<file path="src/rtl/acc_cpu_pkg.sv">
// Shared definitions for the accumulator CPU core: opcode encodings and FSM states.
package acc_cpu_pkg;

  localparam int OP_W = 4;

  localparam logic [OP_W-1:0] OP_ADD   = 4'h0;
  localparam logic [OP_W-1:0] OP_SUB   = 4'h1;
  localparam logic [OP_W-1:0] OP_STORE = 4'h2;
  localparam logic [OP_W-1:0] OP_LOAD  = 4'h3;
  localparam logic [OP_W-1:0] OP_LDI   = 4'h4;
  localparam logic [OP_W-1:0] OP_AND   = 4'h5;
  localparam logic [OP_W-1:0] OP_OR    = 4'h6;
  localparam logic [OP_W-1:0] OP_XOR   = 4'h7;
  localparam logic [OP_W-1:0] OP_NOT   = 4'h8;
  localparam logic [OP_W-1:0] OP_SHL   = 4'h9;
  localparam logic [OP_W-1:0] OP_SHR   = 4'hA;
  localparam logic [OP_W-1:0] OP_ADDM  = 4'hB;
  localparam logic [OP_W-1:0] OP_CMP   = 4'hC;
  localparam logic [OP_W-1:0] OP_ADC   = 4'hD;
  localparam logic [OP_W-1:0] OP_NOP   = 4'hE;
  localparam logic [OP_W-1:0] OP_CLR   = 4'hF;

  typedef enum logic [1:0] {
    S_IDLE = 2'd0,
    S_EXEC = 2'd1,
    S_DONE = 2'd2
  } state_e;

endpackage

</file>
<file path="src/rtl/acc_cpu_if.sv">
// Instruction handshake and architectural-state bus between a source and the core.
interface acc_cpu_if #(
  parameter int DATA_W = 4,
  parameter int ADDR_W = 4
);
  logic              ena;
  logic              instr_valid;
  logic              instr_ready;
  logic [3:0]        opcode;
  logic [DATA_W-1:0] operand;
  logic [ADDR_W-1:0] addr;
  logic [DATA_W-1:0] acc;
  logic              flag_c;
  logic              flag_z;
  logic              done;

  modport master (
    output ena, instr_valid, opcode, operand, addr,
    input  instr_ready, acc, flag_c, flag_z, done
  );

  modport slave (
    input  ena, instr_valid, opcode, operand, addr,
    output instr_ready, acc, flag_c, flag_z, done
  );
endinterface

</file>
<file path="src/rtl/acc_cpu_alu.sv">
// Combinational datapath: computes the result, flags and write strobes for one opcode.
module acc_cpu_alu
  import acc_cpu_pkg::*;
#(
  parameter int DATA_W = 4
) (
  input  logic [3:0]        opcode_i,
  input  logic [DATA_W-1:0] acc_i,
  input  logic [DATA_W-1:0] operand_i,
  input  logic [DATA_W-1:0] mem_i,
  input  logic              carry_i,
  output logic [DATA_W-1:0] result_o,
  output logic              carry_o,
  output logic              zero_o,
  output logic              wr_acc_o,
  output logic              wr_flags_o
);

  logic [DATA_W-1:0] add_b;
  logic              add_cin;
  logic [DATA_W:0]   sum;
  logic [DATA_W:0]   diff;

  // One shared adder serves ADD, ADDM and ADC; bit DATA_W is the carry out.
  assign add_b   = (opcode_i == OP_ADDM) ? mem_i : operand_i;
  assign add_cin = (opcode_i == OP_ADC) ? carry_i : 1'b0;
  assign sum     = {1'b0, acc_i} + {1'b0, add_b} + {{DATA_W{1'b0}}, add_cin};
  assign diff    = {1'b0, acc_i} - {1'b0, operand_i};

  // NOTE: every output gets a default before the case, so no path leaves one
  // unassigned and no latch is inferred.
  always_comb begin
    result_o   = acc_i;
    carry_o    = carry_i;
    wr_acc_o   = 1'b0;
    wr_flags_o = 1'b0;
    case (opcode_i)
      OP_ADD, OP_ADDM, OP_ADC: begin
        {carry_o, result_o} = sum;
        wr_acc_o   = 1'b1;
        wr_flags_o = 1'b1;
      end
      OP_SUB: begin
        {carry_o, result_o} = diff;
        wr_acc_o   = 1'b1;
        wr_flags_o = 1'b1;
      end
      OP_CMP: begin
        {carry_o, result_o} = diff;
        wr_flags_o = 1'b1;
      end
      OP_LOAD: begin
        result_o   = mem_i;
        wr_acc_o   = 1'b1;
        wr_flags_o = 1'b1;
      end
      OP_LDI: begin
        result_o   = operand_i;
        wr_acc_o   = 1'b1;
        wr_flags_o = 1'b1;
      end
      OP_AND, OP_OR, OP_XOR, OP_NOT: begin
        case (opcode_i)
          OP_AND:  result_o = acc_i & operand_i;
          OP_OR:   result_o = acc_i | operand_i;
          OP_XOR:  result_o = acc_i ^ operand_i;
          default: result_o = ~acc_i;
        endcase
        carry_o    = 1'b0;
        wr_acc_o   = 1'b1;
        wr_flags_o = 1'b1;
      end
      OP_SHL: begin
        result_o   = {acc_i[DATA_W-2:0], 1'b0};
        carry_o    = acc_i[DATA_W-1];
        wr_acc_o   = 1'b1;
        wr_flags_o = 1'b1;
      end
      OP_SHR: begin
        result_o   = {1'b0, acc_i[DATA_W-1:1]};
        carry_o    = acc_i[0];
        wr_acc_o   = 1'b1;
        wr_flags_o = 1'b1;
      end
      OP_CLR: begin
        result_o   = '0;
        carry_o    = 1'b0;
        wr_acc_o   = 1'b1;
        wr_flags_o = 1'b1;
      end
      default: ;
    endcase
  end

  // CMP leaves acc alone but still reports zero of the difference.
  assign zero_o = (result_o == '0);

endmodule

</file>
<file path="src/rtl/acc_cpu_core.sv">
// Accumulator CPU core: IDLE/EXEC/DONE handshake FSM, instruction latch,
// acc/flag registers and a flop-based data memory.
module acc_cpu_core
  import acc_cpu_pkg::*;
#(
  parameter int DATA_W = 4,
  parameter int ADDR_W = 4
) (
  input  logic      clk,
  input  logic      rst_n,
  acc_cpu_if.slave  bus
);

  localparam int DEPTH = 1 << ADDR_W;

  state_e            state_q, state_d;
  logic [3:0]        op_q;
  logic [DATA_W-1:0] operand_q;
  logic [ADDR_W-1:0] addr_q;
  logic [DATA_W-1:0] acc_q;
  logic              flag_c_q, flag_z_q;
  logic [DATA_W-1:0] mem_q [DEPTH];

  logic              ready, done, accept, exec;
  logic [DATA_W-1:0] alu_result, mem_rd;
  logic              alu_carry, alu_zero, alu_wr_acc, alu_wr_flags;

  always_ff @(posedge clk or negedge rst_n) begin
    if (!rst_n) state_q <= S_IDLE;
    else        state_q <= state_d;
  end

  always_comb begin
    state_d = state_q;
    ready   = 1'b0;
    done    = 1'b0;
    case (state_q)
      S_IDLE: begin
        ready = bus.ena;
        if (bus.instr_valid && bus.ena) state_d = S_EXEC;
      end
      S_EXEC:  state_d = S_DONE;
      S_DONE: begin
        done    = 1'b1;
        state_d = S_IDLE;
      end
      default: state_d = S_IDLE;
    endcase
  end

  assign accept = bus.instr_valid & ready;
  assign exec   = (state_q == S_EXEC);

  // NOTE: sequential state uses non-blocking assignments so every register
  // samples pre-edge values regardless of statement order.
  always_ff @(posedge clk or negedge rst_n) begin
    if (!rst_n) begin
      op_q      <= OP_NOP;
      operand_q <= '0;
      addr_q    <= '0;
    end else if (accept) begin
      op_q      <= bus.opcode;
      operand_q <= bus.operand;
      addr_q    <= bus.addr;
    end
  end

  assign mem_rd = mem_q[addr_q];

  acc_cpu_alu #(.DATA_W(DATA_W)) u_alu (
    .opcode_i   (op_q),
    .acc_i      (acc_q),
    .operand_i  (operand_q),
    .mem_i      (mem_rd),
    .carry_i    (flag_c_q),
    .result_o   (alu_result),
    .carry_o    (alu_carry),
    .zero_o     (alu_zero),
    .wr_acc_o   (alu_wr_acc),
    .wr_flags_o (alu_wr_flags)
  );

  always_ff @(posedge clk or negedge rst_n) begin
    if (!rst_n) begin
      acc_q    <= '0;
      flag_c_q <= 1'b0;
      flag_z_q <= 1'b0;
    end else if (exec) begin
      if (alu_wr_acc) acc_q <= alu_result;
      if (alu_wr_flags) begin
        flag_c_q <= alu_carry;
        flag_z_q <= alu_zero;
      end
    end
  end

  // NOTE: the memory is cleared by reset on purpose: software may LOAD any
  // word straight out of reset and must read zero, so it cannot map to a RAM macro.
  always_ff @(posedge clk or negedge rst_n) begin
    if (!rst_n) begin
      for (int i = 0; i < DEPTH; i++) mem_q[i] <= '0;
    end else if (exec && op_q == OP_STORE) begin
      mem_q[addr_q] <= acc_q;
    end
  end

  assign bus.instr_ready = ready;
  assign bus.done        = done;
  assign bus.acc         = acc_q;
  assign bus.flag_c      = flag_c_q;
  assign bus.flag_z      = flag_z_q;

endmodule

</file>
<file path="src/flat_wrapper.sv">
// flat-port wrapper written by rule: the top's interface ports become plain ports
module acc_cpu_core_flat import acc_cpu_pkg::*;
#(
  parameter int DATA_W = 4,
  parameter int ADDR_W = 4
)
  (clk, rst_n, bus_ena, bus_instr_valid, bus_opcode, bus_operand, bus_addr, bus_instr_ready, bus_acc, bus_flag_c, bus_flag_z, bus_done);
  acc_cpu_if #(.DATA_W(DATA_W), .ADDR_W(ADDR_W)) bus_i ();
  input  logic clk;
  input  logic rst_n;
  input wire logic [$bits(bus_i.ena)-1:0] bus_ena;
  input wire logic [$bits(bus_i.instr_valid)-1:0] bus_instr_valid;
  input wire logic [$bits(bus_i.opcode)-1:0] bus_opcode;
  input wire logic [$bits(bus_i.operand)-1:0] bus_operand;
  input wire logic [$bits(bus_i.addr)-1:0] bus_addr;
  output wire logic [$bits(bus_i.instr_ready)-1:0] bus_instr_ready;
  output wire logic [$bits(bus_i.acc)-1:0] bus_acc;
  output wire logic [$bits(bus_i.flag_c)-1:0] bus_flag_c;
  output wire logic [$bits(bus_i.flag_z)-1:0] bus_flag_z;
  output wire logic [$bits(bus_i.done)-1:0] bus_done;
  assign bus_i.ena = bus_ena;
  assign bus_i.instr_valid = bus_instr_valid;
  assign bus_i.opcode = bus_opcode;
  assign bus_i.operand = bus_operand;
  assign bus_i.addr = bus_addr;
  assign bus_instr_ready = bus_i.instr_ready;
  assign bus_acc = bus_i.acc;
  assign bus_flag_c = bus_i.flag_c;
  assign bus_flag_z = bus_i.flag_z;
  assign bus_done = bus_i.done;
  acc_cpu_core #(.DATA_W(DATA_W), .ADDR_W(ADDR_W)) u_core (.clk(clk), .rst_n(rst_n), .bus(bus_i));
endmodule
</file>
<file path="config.mk">
export PLATFORM = sky130hd
export DESIGN_NAME = acc_cpu_core_flat
export DESIGN_NICKNAME = d
export VERILOG_FILES = /design/src/rtl/acc_cpu_pkg.sv /design/src/rtl/acc_cpu_if.sv /design/src/rtl/acc_cpu_alu.sv /design/src/rtl/acc_cpu_core.sv /design/src/flat_wrapper.sv
export SDC_FILE = /design/constraint.sdc
export NUM_CORES = 1
export LEC_CHECK = 0
export BUFFER_PORTS_ARGS = -buffer_cell sky130_fd_sc_hd__buf_2
export CORE_AREA = 2 2 96 98
export DETAILED_ROUTE_END_ITERATION = 10
export DIE_AREA = 0 0 98 100
export MAX_ROUTING_LAYER = met4
export PLACE_DENSITY = 0.76
export SETUP_SLACK_MARGIN = 0.05
export SYNTH_ARGS = -nofsm -noshare
export SYNTH_HDL_FRONTEND = slang
export SYNTH_SLANG_ARGS = --single-unit
</file>
<file path="constraint.sdc">
create_clock -name clk -period 3.3 [get_ports clk]
set_input_delay 0.33 -clock clk [delete_from_list [all_inputs] [get_ports clk]]
set_output_delay 0.33 -clock clk [all_outputs]
set_load 0.05 [all_outputs]
</file>
==> metrics.txt, run 1 <==
# TYPE chip_impl_metric gauge
chip_impl_info{name="failed_checks",value="negative setup slack"} 1
chip_impl_metric{name="hold_buffers",unit=""} 0
chip_impl_metric{name="floorplan.die_area",unit="um^2"} 9800
chip_impl_metric{name="buffer_ports.inserted",unit=""} 23
chip_impl_metric{name="placer_s_final_routability_congestion_estimate",unit=""} 0.960
chip_impl_metric{name="final_wirelength",unit="um"} 12400
chip_impl_metric{name="synth-edff-count",unit=""} 0
chip_impl_metric{name="tritoncts.num_buffers",unit=""} 9
chip_impl_metric{name="syn-instance-count",unit=""} 434
chip_impl_metric{name="postPlaceCellArea",unit="um^2"} 5220
chip_impl_metric{name="die_width",unit="um"} 98
chip_impl_info{name="dominant_cells_by_area_after_synthesis",value="sky130_fd_sc_hd__dfrtp_1, sky130_fd_sc_hd__mux2_2, sky130_fd_sc_hd__mux4_1, sky130_fd_sc_hd__ha_1, sky130_fd_sc_hd__nand2_1"} 1
chip_impl_metric{name="clock_path_buffers",unit=""} 2
chip_impl_metric{name="synth.net_count",unit=""} 468
chip_impl_metric{name="syn2layout_area_growth",unit="%"} 15.4
chip_impl_metric{name="finalHoldViolations",unit=""} 0
chip_impl_info{name="post-synth-top-area-cell",value="sky130_fd_sc_hd__dfrtp_1"} 1
chip_impl_metric{name="finish.utilization",unit="%"} 62.3
chip_impl_metric{name="synthesis.area",unit="um^2"} 4800
chip_impl_metric{name="globalRouteTotalUtil",unit="%"} 27.7
chip_impl_metric{name="hpwlAfterDp",unit="um"} 8670
chip_impl_metric{name="fmax",unit="MHz"} 291
chip_impl_metric{name="grt_antenna_before_repair",unit=""} 0
chip_impl_metric{name="clock_latency_on_the_worst_skew_pair",unit="ps"} 370
chip_impl_metric{name="minimum_clock_period_after_layout",unit="ps"} 3430
chip_impl_metric{name="rows",unit=""} 35
chip_impl_metric{name="synthDominantCellAreaShare",unit="%"} 42.2
chip_impl_info{name="result_of_the_run",value="finished, violations left"} 1
chip_impl_metric{name="drt_first_pass_iters",unit=""} 5
chip_impl_metric{name="vias_per_cell",unit=""} 6.26
chip_impl_metric{name="multi_input_area",unit="um^2"} 2590
chip_impl_metric{name="filler_cell_count",unit=""} 719
chip_impl_metric{name="p_leak",unit="nW"} 2.56
chip_impl_metric{name="power_density",unit="nW/um^2"} 685
chip_impl_metric{name="ys_seq_elements",unit=""} 84
chip_impl_metric{name="total_number_of_vias",unit=""} 3760
chip_impl_info{name="min-delay-path-class",value="primary input to async pin"} 1
chip_impl_metric{name="period_share",unit="%"} 104
chip_impl_metric{name="maxSlewViolCount",unit=""} 0
chip_impl_metric{name="final_layout_size_suffix_gt1_share",unit="%"} 33.3
chip_impl_info{name="top_cells_by_count_synth",value="sky130_fd_sc_hd__dfrtp_1, sky130_fd_sc_hd__mux2_2, sky130_fd_sc_hd__nand2_1"} 1
chip_impl_metric{name="global_route.overflow_total",unit=""} 0
chip_impl_metric{name="final_net_count",unit=""} 519
chip_impl_metric{name="floorplan.initialDensity",unit="%"} 54.0
chip_impl_metric{name="grt_start_max_net_pins",unit=""} 85
chip_impl_info{name="synth_top_flop_cell",value="sky130_fd_sc_hd__dfrtp_1"} 1
chip_impl_info{name="tritoncts_clock_tree",value="built"} 1
chip_impl_info{name="rsz0062_at_grt",value="yes"} 1
chip_impl_metric{name="post_route_drc",unit=""} 0
chip_impl_metric{name="ios",unit=""} 24
chip_impl_metric{name="ys_async_sr_fraction",unit="%"} 100
chip_impl_info{name="cts_root_buffer",value="sky130_fd_sc_hd__clkbuf_8"} 1
chip_impl_info{name="leading_cell_type_by_number_of_instances_after_synthesis",value="sky130_fd_sc_hd__dfrtp_1"} 1
chip_impl_metric{name="postLayoutCellArea",unit="um^2"} 5540
chip_impl_info{name="cp-start-kind",value="register"} 1
chip_impl_metric{name="critical_path.max_fanout",unit=""} 5
chip_impl_metric{name="irDropWorstVdd",unit="uV"} 271
chip_impl_metric{name="postSynthAreaPerCell",unit="um^2"} 11.1
chip_impl_metric{name="totalPowerFinal",unit="mW"} 3.79
chip_impl_metric{name="clock_sink_count",unit=""} 84
chip_impl_metric{name="chipHeight",unit="um"} 100
chip_impl_metric{name="drv_cap",unit=""} 0
chip_impl_metric{name="wire_length_of_the_first_global_routing_pass",unit="um"} 20200
chip_impl_metric{name="postLayoutSetupSlackWorst",unit="ps"} -133
chip_impl_metric{name="cts-htree-levels",unit=""} 3
chip_impl_metric{name="synth-warning-count",unit=""} 0
chip_impl_metric{name="finClkSkew",unit="ps"} 17.3
chip_impl_metric{name="cts.clk_slew.worst_paths",unit="ps"} 100
chip_impl_metric{name="detail-route-antenna-nets",unit=""} 0
chip_impl_info{name="crit_path_end_kind",value="register"} 1
chip_impl_metric{name="via_count_of_the_first_global_routing_pass",unit=""} 3816
chip_impl_metric{name="timing.critical_path.required",unit="ps"} 3570
chip_impl_metric{name="antenna_cells_inserted",unit=""} 0
chip_impl_metric{name="seq_area",unit="um^2"} 2110
chip_impl_metric{name="worst-slew-pin-transition",unit="ps"} 1040
chip_impl_metric{name="core_area",unit="um^2"} 8890
chip_impl_info{name="path_class",value="register to register"} 1
chip_impl_metric{name="worstPathArrival",unit="ps"} 3710
chip_impl_metric{name="detailedPlace.worstSlack",unit="ps"} -302
chip_impl_metric{name="detail_route.wl_per_cell",unit="um"} 20.7
chip_impl_metric{name="drt_iter0_markers",unit=""} 270
chip_impl_metric{name="synthDistinctLibCells",unit=""} 56
chip_impl_metric{name="slew_headroom",unit="%"} 30.3
chip_impl_metric{name="synth.yosys.seq_area_share",unit="%"} 43.9
chip_impl_metric{name="finalSetupViolations",unit=""} 1
==> per-stage QoR <==
step / cells / TNS (ps) / hold slack, ps
global placement: 577 / -321 / 457
finish: 601 / -133 / 105
global route: 601 / -497 / 164
CTS: 600 / -79.8 / 153
detailed placement: 577 / -483 / 475
floorplan: 434 / 0 / 34.4
==> placed cells by master (no fill, tap or decap), types with 3 or more instances in the layout <==
cell and instances:
sky130_fd_sc_hd__inv_1 14, sky130_fd_sc_hd__mux4_2 11, sky130_fd_sc_hd__dfstp_2 3, sky130_fd_sc_hd__buf_2 22, sky130_fd_sc_hd__nand2_1 49, sky130_fd_sc_hd__mux2_2 50
sky130_fd_sc_hd__ha_1 15, sky130_fd_sc_hd__mux2i_1 7, sky130_fd_sc_hd__clkbuf_8 10, sky130_fd_sc_hd__buf_4 40, sky130_fd_sc_hd__inv_6 3, sky130_fd_sc_hd__nor3_1 4
sky130_fd_sc_hd__o22ai_1 5, sky130_fd_sc_hd__mux4_1 5, sky130_fd_sc_hd__nand2b_1 9, sky130_fd_sc_hd__a22oi_1 4, sky130_fd_sc_hd__nor2_1 20, sky130_fd_sc_hd__a21oi_1 10
sky130_fd_sc_hd__o21ai_1 3, sky130_fd_sc_hd__nand3_1 7, sky130_fd_sc_hd__a31oi_1 4, sky130_fd_sc_hd__nor2b_1 12, sky130_fd_sc_hd__o21ai_0 33, sky130_fd_sc_hd__dfrtp_1 80
sky130_fd_sc_hd__or3_1 3, sky130_fd_sc_hd__o22a_1 3, sky130_fd_sc_hd__o21a_1 3
==> cell type report <==
type,count,share of cell area (%)
clock buffer,10,2.48
clock inverter,6,1.38
inverter,15,1.02
multi-input combinational,311,46.8
sequential,84,38.0
tap,111,2.51
timing repair buffer,64,7.81
==> flip-flops by register name (all words and copies together), names as in the netlist <==
signal             cells
u_core.bus.flag_c      1
u_core.operand_q       4
u_core.state_q         2
u_core.bus.flag_z      1
u_core.mem_q          64
u_core.op_q            4
u_core.bus.acc         4
u_core.addr_q          4
==> routing by layer <==
layer  track usage, %  vias up  part of all wire [%]  wire [um]
met5                -        -                     0          0
met4             15.1        0                   4.6        568
met3             6.06       51                   6.0        745
met2             43.3      152                    48       5960
met1             34.0     1868                    42       5170
li1                 -     1689                     -          -
==> worst paths after layout <==
kind / start / endpoint / slack [ps] / depth (start not counted)
max reg2reg: u_core.addr_q[0] / u_core.bus.flag_z / -130 / 14
min reg2reg: u_core.mem_q[54] / u_core.mem_q[54] / 490 / 2
min in group clk: bus_operand[0] / u_core.operand_q[0] / 160 / 3
min: rst_n / u_core.operand_q[3] / 110 / 1
max in group asynchronous: rst_n / u_core.addr_q[0] / 2470 / 1
max: u_core.addr_q[0] / u_core.bus.flag_z / -130 / 14
==> kinds of logic after synthesis <==
group	count (synthesis)	share of synthesized area, %
AO/OA/AOI/OAI	89	12.0
XOR/XNOR	4	0.730
adder cells (fa/ha/maj)	18	5.16
buffers and inverters	39	3.39
flip-flops	84	43.9
multiplexers	76	22.1
AND/OR/NAND/NOR	124	12.7
==> report_power, final <==
group	switching, mW	total [mW]	internal (mW)
registers	0.111	1.27	1.16
logic	1.03	1.72	0.691
clock network	0.418	0.804	0.385
==> repair_timing <==
item                                    CTS  global route
pin swaps                                 9             3
buffers inserted                          8             1
endpoints found under the setup margin    4             4
gates resized for setup                  17             8
==> critical path, cell delays in order, from the launching register on <==
cell and delay (ps):
sky130_fd_sc_hd__dfrtp_2 460, sky130_fd_sc_hd__buf_4 150, sky130_fd_sc_hd__buf_4 130, sky130_fd_sc_hd__buf_6 120
sky130_fd_sc_hd__mux4_2 440, sky130_fd_sc_hd__mux2_4 300, sky130_fd_sc_hd__o21ai_1 130, sky130_fd_sc_hd__o21ai_1 90
sky130_fd_sc_hd__ha_1 330, sky130_fd_sc_hd__buf_4 150, sky130_fd_sc_hd__xnor2_1 110, sky130_fd_sc_hd__nand2_1 80
sky130_fd_sc_hd__o2111ai_2 100, sky130_fd_sc_hd__o32a_1 410, sky130_fd_sc_hd__o41ai_2 330
Power figures use the tool's default switching activity.
==> run 2, diff against run 1 <==
- RECOVER_POWER: default -> 100
- SKIP_CTS_REPAIR_TIMING: default -> 1
==> run 2 against run 1 <==
  * The flow finishes with violations (max-capacitance violations, max-slew violations, negative setup slack)
  * Maximum frequency is 1.1% higher
  * Largest cell class unchanged
  * Hold slack better by 52 ps
  * Clock skew about the same
  * Routed wire length increased by 0.37%
  * Highest routed layer unchanged
  * Total power is 0.55% lower
  * Utilization down 0.30 points
  * Die area unchanged
  * Register-to-register slack improved by 40 ps
==> metrics.txt, run 2 (same netlist as run 1, synthesis figures left out) <==
# TYPE chip_impl_metric gauge
chip_impl_metric{name="via_count_of_the_first_global_routing_pass",unit=""} 3756
chip_impl_info{name="final_common_cell",value="sky130_fd_sc_hd__dfrtp_1"} 1
chip_impl_metric{name="final_layout_size_suffix_gt1_share",unit="%"} 30.3
chip_impl_metric{name="buffer_ports.inserted",unit=""} 23
chip_impl_metric{name="timing.critical_path.required",unit="ps"} 3580
chip_impl_metric{name="drt_first_pass_iters",unit=""} 5
chip_impl_info{name="mostFrequentLayoutCells",value="sky130_fd_sc_hd__dfrtp_1, sky130_fd_sc_hd__mux2_2, sky130_fd_sc_hd__nand2_1"} 1
chip_impl_metric{name="filler_cell_count",unit=""} 727
chip_impl_metric{name="delay_of_the_slowest_cell_on_the_worst_path",unit="ps"} 510
chip_impl_metric{name="drv_cap",unit=""} 1
chip_impl_info{name="timing.critical_path.mode_cell",value="sky130_fd_sc_hd__buf_4"} 1
chip_impl_info{name="result_of_the_run",value="finished, violations left"} 1
chip_impl_info{name="path_class",value="register to register"} 1
chip_impl_metric{name="chipHeight",unit="um"} 100
chip_impl_metric{name="grt_start_max_net_pins",unit=""} 85
chip_impl_metric{name="placer_s_final_routability_congestion_estimate",unit=""} 0.960
chip_impl_info{name="cts_root_buffer",value="sky130_fd_sc_hd__clkbuf_8"} 1
chip_impl_metric{name="total_number_of_vias",unit=""} 3750
chip_impl_metric{name="minimum_clock_period_after_layout",unit="ps"} 3400
chip_impl_metric{name="vias_per_cell",unit=""} 6.26
chip_impl_metric{name="finish.utilization",unit="%"} 62.0
chip_impl_metric{name="largest_reg_flops",unit=""} 64
chip_impl_metric{name="antenna_cells_inserted",unit=""} 0
chip_impl_metric{name="drt_iter0_markers",unit=""} 266
chip_impl_metric{name="critical_path.n_buffers_inverters",unit=""} 3
chip_impl_metric{name="totalPowerFinal",unit="mW"} 3.77
chip_impl_metric{name="critical_path.max_fanout",unit=""} 5
chip_impl_info{name="failed_checks",value="max-capacitance violations, max-slew violations, negative setup slack"} 1
chip_impl_metric{name="finClkSkew",unit="ps"} 17.0
chip_impl_metric{name="postLayoutSetupSlackWorst",unit="ps"} -95.2
chip_impl_metric{name="final_wirelength",unit="um"} 12500
chip_impl_info{name="tritoncts_clock_tree",value="built"} 1
chip_impl_metric{name="period_share",unit="%"} 103
chip_impl_metric{name="maxSlewViolCount",unit=""} 85
chip_impl_metric{name="globalRouteTotalUtil",unit="%"} 27.1
chip_impl_metric{name="p_leak",unit="nW"} 2.54
chip_impl_metric{name="floorplan.initialDensity",unit="%"} 54.0
chip_impl_metric{name="syn2layout_area_growth",unit="%"} 14.9
chip_impl_metric{name="clock_path_buffers",unit=""} 2
chip_impl_metric{name="cts.clk_slew.worst_paths",unit="ps"} 100
chip_impl_metric{name="detail-route-antenna-nets",unit=""} 0
chip_impl_metric{name="grt_antenna_before_repair",unit=""} 0
chip_impl_info{name="ordered_list_of_cells_on_the_worst_path",value="buf_4 -> buf_4 -> mux4_2 -> mux2_2 -> o21ai_0 -> o21ai_1 -> ha_1 -> buf_4 -> xnor2_1 -> nand2_1 -> o2111ai_1 -> o32a_1 -> o41ai_2"} 1
chip_impl_metric{name="worst_hold_slack",unit="ps"} 157
chip_impl_metric{name="rows",unit=""} 35
chip_impl_info{name="regMostFlops",value="u_core.mem_q"} 1
chip_impl_info{name="critical-path-slowest-cell",value="sky130_fd_sc_hd__mux4_2"} 1
chip_impl_metric{name="post_route_drc",unit=""} 0
chip_impl_info{name="kind_of_cell_adding_the_most_delay_to_the_critical_path",value="compound AO/OA/AOI/OAI gates"} 1
chip_impl_metric{name="wire_length_of_the_first_global_routing_pass",unit="um"} 19900
chip_impl_metric{name="die_width",unit="um"} 98
chip_impl_info{name="crit_path_end_kind",value="register"} 1
chip_impl_metric{name="hpwlAfterDp",unit="um"} 8670
chip_impl_metric{name="worst-slew-pin-transition",unit="ps"} 2070
chip_impl_metric{name="tritoncts.num_buffers",unit=""} 9
chip_impl_metric{name="clock_latency_on_the_worst_skew_pair",unit="ps"} 370
chip_impl_metric{name="clock_sink_count",unit=""} 84
chip_impl_metric{name="floorplan.die_area",unit="um^2"} 9800
chip_impl_metric{name="global_route.overflow_total",unit=""} 0
chip_impl_metric{name="finalSetupViolations",unit=""} 2
chip_impl_metric{name="detailedPlace.worstSlack",unit="ps"} -302
chip_impl_metric{name="cts-htree-levels",unit=""} 3
chip_impl_metric{name="core_area",unit="um^2"} 8890
chip_impl_metric{name="finalHoldViolations",unit=""} 0
chip_impl_metric{name="worstPathArrival",unit="ps"} 3670
chip_impl_metric{name="fin_setup_tns",unit="ps"} -109
chip_impl_metric{name="fmax",unit="MHz"} 295
chip_impl_metric{name="irDropWorstVdd",unit="uV"} 283
chip_impl_info{name="cp-start-kind",value="register"} 1
chip_impl_info{name="min-delay-path-class",value="primary input to register"} 1
chip_impl_info{name="rsz0062_at_grt",value="yes"} 1
chip_impl_metric{name="slew_headroom",unit="%"} -37.9
chip_impl_metric{name="final_net_count",unit=""} 517
chip_impl_metric{name="ios",unit=""} 24
chip_impl_metric{name="detail_route.wl_per_cell",unit="um"} 20.9
chip_impl_metric{name="power_density",unit="nW/um^2"} 684
[run 2: where the power goes]
group          switching (mW)  internal [mW]  leakage (nW)
Clock                   0.424          0.386         0.110
Sequential              0.111           1.16          1.13
Combinational            1.02          0.672          1.30
Total                    1.55           2.22          2.54
[run 2: worst min-delay path, cell delays in order]
cell	delay, ps
sky130_fd_sc_hd__buf_2	80
sky130_fd_sc_hd__nand2_1	40
sky130_fd_sc_hd__o21ai_0	50
[run 2: path summary, 6_finish.rpt]
kind                                       start                  end  slack (ps)  depth (start not counted)
worst max-delay path            u_core.addr_q[0]    u_core.bus.flag_z        -100                         13
worst min-delay path              bus_operand[0]  u_core.operand_q[0]         160                          3
worst max register to register  u_core.addr_q[0]    u_core.bus.flag_z        -100                         13
worst min register to register  u_core.mem_q[54]     u_core.mem_q[54]         490                          2
max in group asynchronous                  rst_n     u_core.addr_q[0]        1440                          1
min in group asynchronous                  rst_n  u_core.operand_q[3]         500                          1
[run 2: per-layer routing]
metal | track usage (%) | vias up | share of wire [%]
met5 | - | - | 0
met4 | 14.3 | 0 | 3.9
met3 | 5.99 | 45 | 6.0
met2 | 42.7 | 155 | 49
met1 | 33.1 | 1868 | 41
li1 | - | 1682 | -
[run 2: stage by stage]
stage | instances | area (um^2)
6_report | 599 | 5520
5_1_grt | 599 | 5520
3_5_place_dp | 577 | 5220
2_1_floorplan | 434 | 4830
4_1_cts | 593 | 5430
3_3_place_gp | 577 | 5220
[run 2: area by class of cell]
class,instances,area (um^2),share of cell area [%]
Inverter,15,56.3,1.02
Tap cell,111,139,2.52
Multi-Input combinational cell,311,2590,46.9
Clock buffer,10,138,2.50
Clock inverter,6,76.3,1.38
Timing Repair Buffer,62,413,7.49
Sequential cell,84,2110,38.2
